**config.mk**
```make
export PLATFORM = sky130hd
export DESIGN_NAME = sobel_window_ctrl
export DESIGN_NICKNAME = d
export VERILOG_FILES = /design/src/rtl/sobel_window_ctrl_pkg.sv /design/src/rtl/sobel_core.sv /design/src/rtl/sobel_window_ctrl.sv
export SDC_FILE = /design/constraint.sdc
export NUM_CORES = 1
export LEC_CHECK = 0
export ABC_CLOCK_PERIOD_IN_PS = 10100
export CAP_MARGIN = 40
export CORE_ASPECT_RATIO = 1.5
export CORE_MARGIN = 2
export CORE_UTILIZATION = 30
export CTS_BUF_LIST = sky130_fd_sc_hd__clkbuf_8 sky130_fd_sc_hd__clkbuf_16
export CTS_CLUSTER_SIZE = 40
export DETAILED_ROUTE_END_ITERATION = 7
export SLEW_MARGIN = 25
export SYNTH_ARGS = -nofsm -noshare
export SYNTH_HDL_FRONTEND = slang
export SYNTH_SLANG_ARGS = --single-unit
```
**constraint.sdc**
```tcl
create_clock -name clk_i -period 10.1 [get_ports clk_i]
set_input_delay 2.02 -clock clk_i [delete_from_list [all_inputs] [get_ports clk_i]]
set_output_delay 2.02 -clock clk_i [all_outputs]
set_load 0.005 [all_outputs]
```
**src/rtl/sobel_window_ctrl_pkg.sv**
```systemverilog
// Shared types and constants for the Sobel window controller and its core.
package sobel_window_ctrl_pkg;

  localparam int unsigned PIXEL_WIDTH_OUT = 8;
  localparam int unsigned MAX_PIXEL_VAL   = 256;

  // Indexed [row][col]; row 0 is the oldest line, col 0 the oldest column.
  typedef logic [2:0][2:0][PIXEL_WIDTH_OUT-1:0] sobel_matrix;

  typedef enum logic [1:0] {
    IDLE,
    FILL,
    RUN,
    DRAIN
  } sobel_ctrl_state_t;

endpackage

```
**src/rtl/sobel_core.sv**
```systemverilog
// Combinational Sobel operator: |Gx| + |Gy| over a 3x3 window, clamped to MAX_PIXEL_VAL-1.
module sobel_core
  import sobel_window_ctrl_pkg::*;
(
  input  sobel_matrix                window_i,
  output logic [PIXEL_WIDTH_OUT-1:0] magnitude_o
);

  // Four extra bits cover the 4x kernel gain plus the sign.
  localparam int unsigned GradW = PIXEL_WIDTH_OUT + 4;

  logic signed [GradW-1:0] x_grad, y_grad;
  logic        [GradW-1:0] x_abs, y_abs, sum;

  function automatic logic signed [GradW-1:0] ext(input logic [PIXEL_WIDTH_OUT-1:0] p);
    return $signed({4'b0000, p});
  endfunction

  always_comb begin
    x_grad = (ext(window_i[0][2]) + (ext(window_i[1][2]) <<< 1) + ext(window_i[2][2]))
           - (ext(window_i[0][0]) + (ext(window_i[1][0]) <<< 1) + ext(window_i[2][0]));
    y_grad = (ext(window_i[2][0]) + (ext(window_i[2][1]) <<< 1) + ext(window_i[2][2]))
           - (ext(window_i[0][0]) + (ext(window_i[0][1]) <<< 1) + ext(window_i[0][2]));
    x_abs  = x_grad[GradW-1] ? GradW'(-x_grad) : GradW'(x_grad);
    y_abs  = y_grad[GradW-1] ? GradW'(-y_grad) : GradW'(y_grad);
    sum    = x_abs + y_abs;
    if (sum > GradW'(MAX_PIXEL_VAL - 1)) begin
      magnitude_o = PIXEL_WIDTH_OUT'(MAX_PIXEL_VAL - 1);
    end else begin
      magnitude_o = sum[PIXEL_WIDTH_OUT-1:0];
    end
  end

endmodule

```
**src/rtl/sobel_window_ctrl.sv**
```systemverilog
// Streams a raster frame through two line buffers and a 3x3 window into sobel_core,
// emitting interior-pixel magnitudes on a valid/ready output with one-cycle latency.
module sobel_window_ctrl
  import sobel_window_ctrl_pkg::*;
#(
  parameter int unsigned IMG_WIDTH  = 32,
  parameter int unsigned IMG_HEIGHT = 24
) (
  input  logic                       clk_i,
  input  logic                       reset_i,
  input  logic                       sof_i,
  input  logic                       in_valid_i,
  output logic                       in_ready_o,
  input  logic [PIXEL_WIDTH_OUT-1:0] in_pixel_i,
  output logic                       out_valid_o,
  input  logic                       out_ready_i,
  output logic [PIXEL_WIDTH_OUT-1:0] out_pixel_o,
  output logic                       frame_done_o,
  output logic                       busy_o
);

  localparam int unsigned ColW = $clog2(IMG_WIDTH);
  localparam int unsigned RowW = $clog2(IMG_HEIGHT);

  sobel_ctrl_state_t state_q, state_d;
  logic [ColW-1:0] col_q, col_d, pos_col, nxt_col;
  logic [RowW-1:0] row_q, row_d, pos_row, nxt_row;
  logic out_valid_q, out_valid_d, frame_done_q, frame_done_d;
  logic [PIXEL_WIDTH_OUT-1:0] out_pixel_q, out_pixel_d, core_mag;
  logic accept, take, emit, last_col, last_row;

  logic [PIXEL_WIDTH_OUT-1:0] lb1_q [IMG_WIDTH];
  logic [PIXEL_WIDTH_OUT-1:0] lb2_q [IMG_WIDTH];
  logic [2:0][PIXEL_WIDTH_OUT-1:0] vec_q [3];
  logic [PIXEL_WIDTH_OUT-1:0] new_col [3];
  sobel_matrix window;

  assign in_ready_o = (state_q != DRAIN) && (!out_valid_q || out_ready_i);
  assign accept     = in_valid_i && in_ready_o;
  // An accepted sof is pixel (0,0) of a new frame from any state; other pixels only count in-frame.
  assign take       = accept && (sof_i || state_q == FILL || state_q == RUN);
  assign pos_col    = sof_i ? '0 : col_q;
  assign pos_row    = sof_i ? '0 : row_q;
  assign last_col   = (pos_col == ColW'(IMG_WIDTH - 1));
  assign last_row   = (pos_row == RowW'(IMG_HEIGHT - 1));
  assign emit       = take && (pos_row >= RowW'(2)) && (pos_col >= ColW'(2));

  always_comb begin
    nxt_col = pos_col + 1'b1;
    nxt_row = pos_row;
    if (last_col) begin
      nxt_col = '0;
      nxt_row = pos_row + 1'b1;
    end
  end

  // Core sees the window as it will be after this accept, so the result registers on the same edge.
  assign new_col[0] = lb2_q[pos_col];
  assign new_col[1] = lb1_q[pos_col];
  assign new_col[2] = in_pixel_i;

  always_comb begin
    for (int r = 0; r < 3; r++) begin
      window[r] = {new_col[r], vec_q[r][2], vec_q[r][1]};
    end
  end

  sobel_core u_sobel_core (
    .window_i    (window),
    .magnitude_o (core_mag)
  );

  always_comb begin
    state_d      = state_q;
    col_d        = col_q;
    row_d        = row_q;
    frame_done_d = 1'b0;
    case (state_q)
      IDLE, FILL, RUN: begin
        if (take) begin
          if (last_col && last_row) begin
            state_d = DRAIN;
            col_d   = '0;
            row_d   = '0;
          end else begin
            col_d   = nxt_col;
            row_d   = nxt_row;
            state_d = (nxt_row >= RowW'(2) && nxt_col >= ColW'(2)) ? RUN : FILL;
          end
        end
      end
      DRAIN: begin
        if (out_valid_q && out_ready_i) begin
          state_d      = IDLE;
          frame_done_d = 1'b1;
        end
      end
      default: state_d = IDLE;
    endcase
  end

  always_comb begin
    out_valid_d = out_valid_q;
    out_pixel_d = out_pixel_q;
    if (emit) begin
      out_valid_d = 1'b1;
      out_pixel_d = core_mag;
    end else if (take && sof_i) begin
      out_valid_d = 1'b0;
    end else if (out_ready_i) begin
      out_valid_d = 1'b0;
    end
  end

  always_ff @(posedge clk_i) begin
    if (reset_i) begin
      state_q      <= IDLE;
      col_q        <= '0;
      row_q        <= '0;
      out_valid_q  <= 1'b0;
      out_pixel_q  <= '0;
      frame_done_q <= 1'b0;
    end else begin
      state_q      <= state_d;
      col_q        <= col_d;
      row_q        <= row_d;
      out_valid_q  <= out_valid_d;
      out_pixel_q  <= out_pixel_d;
      frame_done_q <= frame_done_d;
    end
  end

  // Data path needs no reset: FILL overwrites every entry before it is used.
  always_ff @(posedge clk_i) begin
    if (take) begin
      lb2_q[pos_col] <= lb1_q[pos_col];
      lb1_q[pos_col] <= in_pixel_i;
      for (int r = 0; r < 3; r++) begin
        vec_q[r] <= {new_col[r], vec_q[r][2], vec_q[r][1]};
      end
    end
  end

  assign out_valid_o  = out_valid_q;
  assign out_pixel_o  = out_pixel_q;
  assign frame_done_o = frame_done_q;
  assign busy_o       = (state_q != IDLE);

endmodule

```
==> results.sh, run 1 <==
export IMPL_synth_edf_count=560
export IMPL_crit_fanout=15
export IMPL_avgSynthCellArea_um2=14.0
export IMPL_cts_tree="done"
export IMPL_regToRegStartpoint="col_q[2]"
export IMPL_slowest_delay_ps=540
export IMPL_timing_hold_ws_ps=414
export IMPL_port_buffers=24
export IMPL_cts_sinks=582
export IMPL_hp_start="vec_q[0][45]"
export IMPL_r2r_end="out_pixel_o[1]"
export IMPL_grtUsageTotal=0.157
export IMPL_fin_tns_setup_ps=0
export IMPL_ant_nets=0
export IMPL_hpwl_um=51000
export IMPL_synth_flop_cell="edfxtp_1"
export IMPL_grt_overflow=0
export IMPL_ys_seq_elements=582
export IMPL_clockRootBuffer="clkbuf_16"
export IMPL_grt_pass1_wl_um=108000
export IMPL_synth_area_leaders="edfxtp_1 (63%), ha_1 (3.7%), fa_1 (2.8%)"
export IMPL_clk_latency_ps=620
export IMPL_synth_top_cell_by_area="edfxtp_1"
export IMPL_cellLeakagePower_nw=11.3
export IMPL_tightest_slew_ps=1060
export IMPL_clock_skew_ps=41.3
export IMPL_core_um2=88700
export IMPL_slew_viol_final=0
export IMPL_arrival_ps=10210
export IMPL_die_y_um=369
export IMPL_period_share=0.964
export IMPL_dr_total_vias=17106
export IMPL_min_path_cells=0
export IMPL_slowest_stage="fa_1"
export IMPL_first_pass_iters=5
export IMPL_grt_start_max_net_pins=64
export IMPL_fmax_ghz=0.103
export IMPL_dp_cells=3290
export IMPL_r2r_slack_ps=1570
export IMPL_first_iter_violations=1285
export IMPL_gp_congestion=0.880
export IMPL_synthTopCellsByCount="edfxtp_1 (560), nand2_1 (184), a21oi_1 (108)"
export IMPL_fill_cells=8257
export IMPL_yosys_warnings=0
export IMPL_wl_per_cell_um=21.4
export IMPL_synthCells=1908
export IMPL_seq_area_frac_synth=0.646
export IMPL_via_per_inst=5.04
export IMPL_fin_cells=3395
export IMPL_finalHoldViolations=0
export IMPL_yosysUniqueCellTypes=80
export IMPL_drt_total_wl_um=72600
export IMPL_p_per_area_nw_per_um2=359
export IMPL_regArea_um2=17300
export IMPL_required_ps=10580
export IMPL_initial_core_util=0.301
export IMPL_antenna_cells=0
export IMPL_dieArea_um2=91500
export IMPL_htreeDepth=2
export IMPL_syn_area_um2=26700
export IMPL_drcViolationCount=0
export IMPL_crit_top_cell="buf_4"
export IMPL_ir_drop_v=0.00124
export IMPL_numCtsBuffers=54
export IMPL_max_cap_violations=0
export IMPL_crit_path_end_kind="flip-flop"
export IMPL_hold_path_endpoint="vec_q[0][37]"
export IMPL_die_x_um=248
export IMPL_min_path_type="flip-flop to flip-flop"
export IMPL_multiInputGateArea_um2=9260
export IMPL_async_flop_share=0
export IMPL_clock_path_buffers=3
export IMPL_reg2reg_depth=36
export IMPL_critical_path_class="primary input to flip-flop"
export IMPL_rows=134
export IMPL_synthesis_nets=2036
export IMPL_syn2layout_area_growth_pct=22.0
export IMPL_worst_setup_path_start_kind="primary input"
export IMPL_setup_viol=0
export IMPL_ios=25
export IMPL_drive_gt1_frac=0.239
export IMPL_outcome="complete, no violations"
export IMPL_path_clk_slew_ps=80
export IMPL_cts_hold_buffers=0
export IMPL_synth_most_common_cell="edfxtp_1"
export IMPL_finalNetCount=2326
export IMPL_grt_pass1_vias=17479
export IMPL_relSlewSlack=0.289
export IMPL_min_period_ps=9740
export IMPL_antenna_found_initial=1
export IMPL_netlist_area_leader_share=0.629
cells by family (layout without fill, tap and decap cells):
group           count (synthesis)  in the layout  share of synthesized area
mux                           110            110                     0.0568
xor+xnor                       70             70                     0.0232
fa+ha+maj                     115            115                     0.0643
compound gates                392            392                      0.100
simple gates                  465            465                     0.0836
flops                         582            582                      0.646
buf+inv                       174            505                     0.0260
layout by cell type (no fill, tap or decap), types with 25 or more instances in the layout:
master	Yosys	layout
inv_1	77	89
o22ai_1	25	25
nand3_1	40	39
nor2b_1	35	30
nor2_1	91	90
xnor2_1	52	50
nand2_1	184	184
a31oi_1	34	31
a21oi_1	108	94
mux2i_1	65	65
edfxtp_1	560	560
o21ai_0	41	32
a211oi_1	34	30
fa_1	37	36
mux4_2	32	32
buf_4	0	287
ha_1	78	77
clkbuf_16	0	55
worst max-delay path: cells and delay by family:
kind	cells	cell delay (ps)
multiplexers	1	100
adder cells (fa/ha/maj)	5	1910
buffers and inverters	11	2130
AND/OR/NAND/NOR	7	1100
AO/OA/AOI/OAI	11	2440
XOR/XNOR	3	480
repair_timing:
item / in CTS / in global routing
pin swaps: 2 / 14
buffers inserted: 1 / 7
endpoints found under the setup margin: 8 / 8
endpoints found under the hold margin: 0 / 0
gates resized for setup: 14 / 89
sequential cells by signal (all words and copies together) (netlist names):
signal and flops:
col_q 5, frame_done_o 1, lb1_q 256, lb2_q 256
out_pixel_o 8, out_valid_o 1, row_q 5, state_q 2
vec_q 48
layer usage:
layer	part of all wire	wire length (µm)	global-route usage	vias to the layer above
li1	-	-	-	7847
met1	0.38	27500	0.181	8684
met2	0.54	39300	0.294	454
met3	0.042	3070	0.0186	119
met4	0.038	2740	0.0606	2
met5	0.00022	16	0	-
stage by stage:
stage | utilization | total power, W | setup slack (ps) | instance area (µm²)
5_1_grt | 0.368 | 0.0124 | -56.4 | 32600
6_report | 0.368 | 0.0117 | 363 | 32600
3_3_place_gp | 0.342 | 0.00883 | -812 | 30300
2_1_floorplan | - | 0.00649 | 25.8 | 26800
3_5_place_dp | 0.343 | 0.00897 | -890 | 30400
4_1_cts | 0.362 | 0.0110 | 11.3 | 32100
final cells by class:
type	instances	share of cell area
Inverter	80	0.00940
Timing Repair Buffer	328	0.0811
Clock buffer	55	0.0422
Clock inverter	42	0.00929
Sequential cell	582	0.529
Multi-Input combinational cell	1152	0.284
Tap cell	1156	0.0444
power breakdown:
part	switching [W]	internal, W	total [W]	leakage, nW
Sequential	0.0000158	0.00270	0.00271	5.25
Combinational	0.00376	0.00328	0.00705	5.19
Clock	0.000889	0.00106	0.00195	0.866
Total	0.00467	0.00704	0.0117	11.3
how the worst max path moves through the flow:
stage / slack (ps) / endpoint / startpoint
detailed placement: -890 / out_pixel_o[2] / sof_i
finish: 360 / out_pixel_o[1] / sof_i
global placement: -810 / out_pixel_o[6] / sof_i
floorplan: 30 / out_pixel_o[2] / sof_i
CTS: 10 / out_pixel_o[2] / sof_i
global route: -60 / out_pixel_o[6] / sof_i
Power figures use the tool's default switching activity.
==> run 2, diff against run 1 <==
--- a/config.mk
+++ b/config.mk
@@ -5,7 +5,7 @@
 export SDC_FILE = /design/constraint.sdc
 export NUM_CORES = 1
 export LEC_CHECK = 0
-export ABC_CLOCK_PERIOD_IN_PS = 10100
+export ABC_CLOCK_PERIOD_IN_PS = 12000
 export CAP_MARGIN = 40
 export CORE_ASPECT_RATIO = 1.5
 export CORE_MARGIN = 2
@@ -13,6 +13,7 @@
 export CTS_BUF_LIST = sky130_fd_sc_hd__clkbuf_8 sky130_fd_sc_hd__clkbuf_16
 export CTS_CLUSTER_SIZE = 40
 export DETAILED_ROUTE_END_ITERATION = 7
+export DONT_BUFFER_PORTS = 1
 export SLEW_MARGIN = 25
 export SYNTH_ARGS = -nofsm -noshare
 export SYNTH_HDL_FRONTEND = slang
==> constraint.sdc (replaced) <==
create_clock -name clk_i -period 12 [get_ports clk_i]
set_input_delay 2.4 -clock clk_i [delete_from_list [all_inputs] [get_ports clk_i]]
set_output_delay 2.4 -clock clk_i [all_outputs]
set_load 0.005 [all_outputs]
==> results.sh, run 2 (same netlist as run 1, synthesis figures left out) <==
export IMPL_outcome="complete, no violations"
export IMPL_critical_path_class="primary input to flip-flop"
export IMPL_final_core_util=0.341
export IMPL_required_ps=12500
export IMPL_power_w=0.00799
export IMPL_hpwl_um=46700
export IMPL_layout_commonest_cell="edfxtp_1"
export IMPL_fin_cells=3145
export IMPL_fmax_ghz=0.0904
export IMPL_arrival_ps=11560
export IMPL_hp_start="vec_q[0][40]"
export IMPL_dr_total_vias=16264
export IMPL_cts_sinks=582
export IMPL_grt_pass1_wl_um=105000
export IMPL_slew_viol_final=0
export IMPL_wl_per_cell_um=22.4
export IMPL_min_period_ps=11060
export IMPL_grt_pass1_vias=16607
export IMPL_timing_hold_ws_ps=413
export IMPL_finalNetCount=2076
export IMPL_port_buffers=0
export IMPL_final_cell_mix="edfxtp_1 (560), nand2_1 (184), a21oi_1 (102)"
export IMPL_grt_overflow=0
export IMPL_via_per_inst=5.17
export IMPL_ant_nets=0
export IMPL_cts_tree="done"
export IMPL_drive_gt1_frac=0.128
export IMPL_finalHoldViolations=0
export IMPL_reg2reg_depth=37
export IMPL_hold_path_endpoint="vec_q[0][32]"
export IMPL_cts_hold_buffers=0
export IMPL_tightest_slew_ps=909
export IMPL_relSlewSlack=0.391
export IMPL_cts_resized=0
export IMPL_die_y_um=369
export IMPL_core_um2=88700
export IMPL_slowest_delay_ps=570
export IMPL_gp_congestion=0.861
export IMPL_clk_latency_ps=630
export IMPL_grt_start_max_net_pins=83
export IMPL_crit_fanout=34
export IMPL_reg_top3="lb1_q: 256 flops, lb2_q: 256 flops, vec_q: 48 flops"
export IMPL_grtUsageTotal=0.153
export IMPL_syn2layout_area_growth_pct=13.2
export IMPL_max_cap_violations=0
export IMPL_htreeDepth=2
export IMPL_regToRegStartpoint="col_q[3]"
export IMPL_clock_path_buffers=3
export IMPL_drcViolationCount=0
export IMPL_r2r_slack_ps=2230
export IMPL_p_per_area_nw_per_um2=264
export IMPL_crit_path_end_kind="flip-flop"
export IMPL_rsz0062_at_grt="no"
export IMPL_drt_total_wl_um=70300
export IMPL_die_x_um=248
export IMPL_path_clk_slew_ps=60
export IMPL_min_path_type="flip-flop to flip-flop"
export IMPL_period_share=0.922
export IMPL_min_path_cells=0
export IMPL_first_iter_violations=1494
export IMPL_antenna_found_initial=0
export IMPL_setup_viol=0
export IMPL_clock_skew_ps=30.3
export IMPL_slowest_stage="a31oi_1"
export IMPL_dieArea_um2=91500
export IMPL_fin_tns_setup_ps=0
export IMPL_cp_buffers_inverters=4
export IMPL_r2r_end="out_pixel_o[2]"
export IMPL_clockRootBuffer="clkbuf_16"
export IMPL_initial_core_util=0.301
export IMPL_rows=134
export IMPL_dp_cells=3046
export IMPL_numCtsBuffers=54
export IMPL_worst_setup_path_start_kind="primary input"
export IMPL_cellLeakagePower_nw=10.0
export IMPL_cp_top_family="compound AO/OA/AOI/OAI gates"
export IMPL_ir_drop_v=0.000509
export IMPL_post_cts_buffers=0
export IMPL_ios=25
export IMPL_first_pass_iters=7
run 2: layout make-up:
cell class                      count  area [µm²]
Antenna cell                        1        2.50
Clock buffer                       54        1350
Clock inverter                     42         409
Fill cell                        8415       58400
Inverter                           80         302
Multi-Input combinational cell   1152        8840
Sequential cell                   582       17300
Tap cell                         1156        1450
Timing Repair Buffer               78         632
run 2: worst max-delay path by stage:
stage                from             end  slack [ps]  cells after the start
finish              sof_i  out_pixel_o[2]         940                     38
global route        sof_i  out_pixel_o[0]         290                     38
detailed placement  sof_i  out_pixel_o[2]         610                     38
floorplan           sof_i  out_pixel_o[2]        1030                     40
global placement    sof_i  out_pixel_o[7]         710                     36
CTS                 sof_i  out_pixel_o[2]        1240                     38
run 2: per-layer routing:
layer	vias to the layer above	track usage	share of wire
met4	0	0.0904	0.062
met1	8232	0.169	0.37
met2	518	0.277	0.52
met5	-	0	0
li1	7355	-	-
met3	159	0.0215	0.049
run 2: where the power goes:
part	switching [W]	internal, W
registers	0.0000105	0.00227
clock network	0.000765	0.000954
logic	0.00238	0.00162
run 2: worst register-to-register path: cells and delay by family, from the launching register on:
family	cells	cell delay [ps]
compound gates	16	3730
simple gates	11	2680
fa+ha+maj	6	2310
flops	1	630
xor+xnor	2	220
buf+inv	2	90
run 2: metrics by stage:
step                      worst slack, ps  cell area, µm²
final                                 938           30200
after global routing                  291           30200
after CTS                            1240           30200
after detailed placement              609           28500
after global placement                711           28400
after floorplan                      1030           26700
==> run 3, diff against run 2 <==
--- a/config.mk
+++ b/config.mk
@@ -9,11 +9,12 @@
 export CAP_MARGIN = 40
 export CORE_ASPECT_RATIO = 1.5
 export CORE_MARGIN = 2
-export CORE_UTILIZATION = 30
+export CORE_UTILIZATION = 57
 export CTS_BUF_LIST = sky130_fd_sc_hd__clkbuf_8 sky130_fd_sc_hd__clkbuf_16
 export CTS_CLUSTER_SIZE = 40
 export DETAILED_ROUTE_END_ITERATION = 7
 export DONT_BUFFER_PORTS = 1
+export PLACE_DENSITY = 0.72
 export SLEW_MARGIN = 25
 export SYNTH_ARGS = -nofsm -noshare
 export SYNTH_HDL_FRONTEND = slang
==> results.sh, run 3 (same netlist as run 1, synthesis figures left out) <==
export IMPL_relSlewSlack=0.439
export IMPL_min_period_ps=10810
export IMPL_p_per_area_nw_per_um2=275
export IMPL_slowest_delay_ps=730
export IMPL_grt_pass1_vias=16912
export IMPL_tightest_slew_ps=832
export IMPL_drive_gt1_frac=0.125
export IMPL_arrival_ps=11260
export IMPL_clock_path_buffers=3
export IMPL_fmax_ghz=0.0925
export IMPL_die_x_um=181
export IMPL_ir_drop_v=0.000570
export IMPL_grtUsageTotal=0.276
export IMPL_clk_latency_ps=600
export IMPL_critical_path_class="primary input to flip-flop"
export IMPL_finalNetCount=2067
export IMPL_hpwl_um=43300
export IMPL_antenna_found_initial=2
export IMPL_cts_sinks=582
export IMPL_period_share=0.901
export IMPL_gp_congestion=0.927
export IMPL_port_buffers=0
export IMPL_crit_path_end_kind="flip-flop"
export IMPL_drt_total_wl_um=66900
export IMPL_min_path_type="flip-flop to flip-flop"
export IMPL_cts_tree="done"
export IMPL_numCtsBuffers=51
export IMPL_clockRootBuffer="clkbuf_16"
export IMPL_via_per_inst=6.41
export IMPL_fill_cells=3416
export IMPL_timing_hold_ws_ps=424
export IMPL_drcViolationCount=0
export IMPL_outcome="complete, no violations"
export IMPL_grt_pass1_wl_um=101000
export IMPL_worst_setup_path_start_kind="primary input"
export IMPL_clock_skew_ps=47.3
export IMPL_cellLeakagePower_nw=9.94
export IMPL_die_y_um=269
export IMPL_rows=97
export IMPL_wl_per_cell_um=26.0
export IMPL_ant_nets=0
export IMPL_required_ps=12460
export IMPL_dr_total_vias=16492
export IMPL_cts_resized=0
export IMPL_first_iter_violations=1517
export IMPL_final_cell_mix="edfxtp_1 (560), nand2_1 (184), a21oi_1 (102)"
export IMPL_core_um2=46500
export IMPL_reg_top3="lb1_q: 256 flops, lb2_q: 256 flops, vec_q: 48 flops"
export IMPL_regArea_um2=17300
export IMPL_first_pass_iters=6
export IMPL_slew_viol_final=0
export IMPL_htreeDepth=2
export IMPL_grt_start_max_net_pins=118
export IMPL_multiInputGateArea_um2=8820
export IMPL_r2r_slack_ps=2170
export IMPL_crit_fanout=105
export IMPL_slowest_stage="a2111oi_1"
export IMPL_antenna_cells=0
export IMPL_setup_viol=0
export IMPL_initial_core_util=0.575
export IMPL_rsz0062_at_grt="no"
export IMPL_max_cap_violations=0
export IMPL_syn2layout_area_growth_pct=10.0
export IMPL_path_clk_slew_ps=70
export IMPL_fin_tns_setup_ps=0
export IMPL_ios=25
export IMPL_finalHoldViolations=0
export IMPL_final_core_util=0.632
export IMPL_layout_commonest_cell="edfxtp_1"
export IMPL_grt_overflow=0
export IMPL_dieArea_um2=48700
export IMPL_cts_hold_buffers=0
export IMPL_post_cts_buffers=0
export IMPL_power_w=0.00808
-- run 3: cell count changes in the layout (fill, tap and decap cells not counted), moves of 3 or more --
cell / previous run / this run
nor2_4: 3 / 0
inv_6: 5 / 1
buf_2: 0 / 4
clkinv_2: 4 / 10
clkinvlp_4: 1 / 5
buf_4: 73 / 62
inv_1: 90 / 85
-- run 3: where the power goes --
part	switching, W	total [W]	internal (W)
clock	0.000726	0.00162	0.000899
sequential	0.0000149	0.00228	0.00227
combinational	0.00255	0.00417	0.00162
-- run 3: layout make-up --
class / count / area share
sequential: 582 / 0.587
multi-input combinational: 1152 / 0.300
clock buffer: 52 / 0.0443
tap: 594 / 0.0253
timing repair buffer: 72 / 0.0204
clock inverter: 42 / 0.0123
inverter: 80 / 0.0102
-- run 3: critical path: cells and delay by family --
kind                     cells  cell delay (ps)
AO/OA/AOI/OAI               19             4290
adder cells (fa/ha/maj)      5             2040
AND/OR/NAND/NOR              6             1110
buffers and inverters        3              700
XOR/XNOR                     2              320
multiplexers                 1              270
-- run 3: metal layers --
metal  GRT usage  share of wire  routed length (µm)  vias to the layer above
met4       0.159          0.060                4040                        0
met5           0              0                   0                        -
met2       0.485           0.52               34700                      739
li1            -              -                   -                     7329
met3      0.0339          0.067                4510                      187
met1       0.326           0.35               23600                     8237
-- run 3: final timing paths --
check	startpoint	end	depth (start not counted)
max	sof_i	out_pixel_o[1]	36
min reg2reg	vec_q[0][44]	vec_q[0][36]	0
max reg2reg	col_q[0]	out_pixel_o[1]	36
min	vec_q[0][44]	vec_q[0][36]	0
-- run 3: per-stage QoR --
step,worst slack (ps),std cells,area [µm²]
floorplan,1030,1908,26700
finish,1190,2574,29400
global route,401,2574,29400
global placement,1010,2472,27600
detailed placement,546,2477,27700
CTS,1110,2571,29300
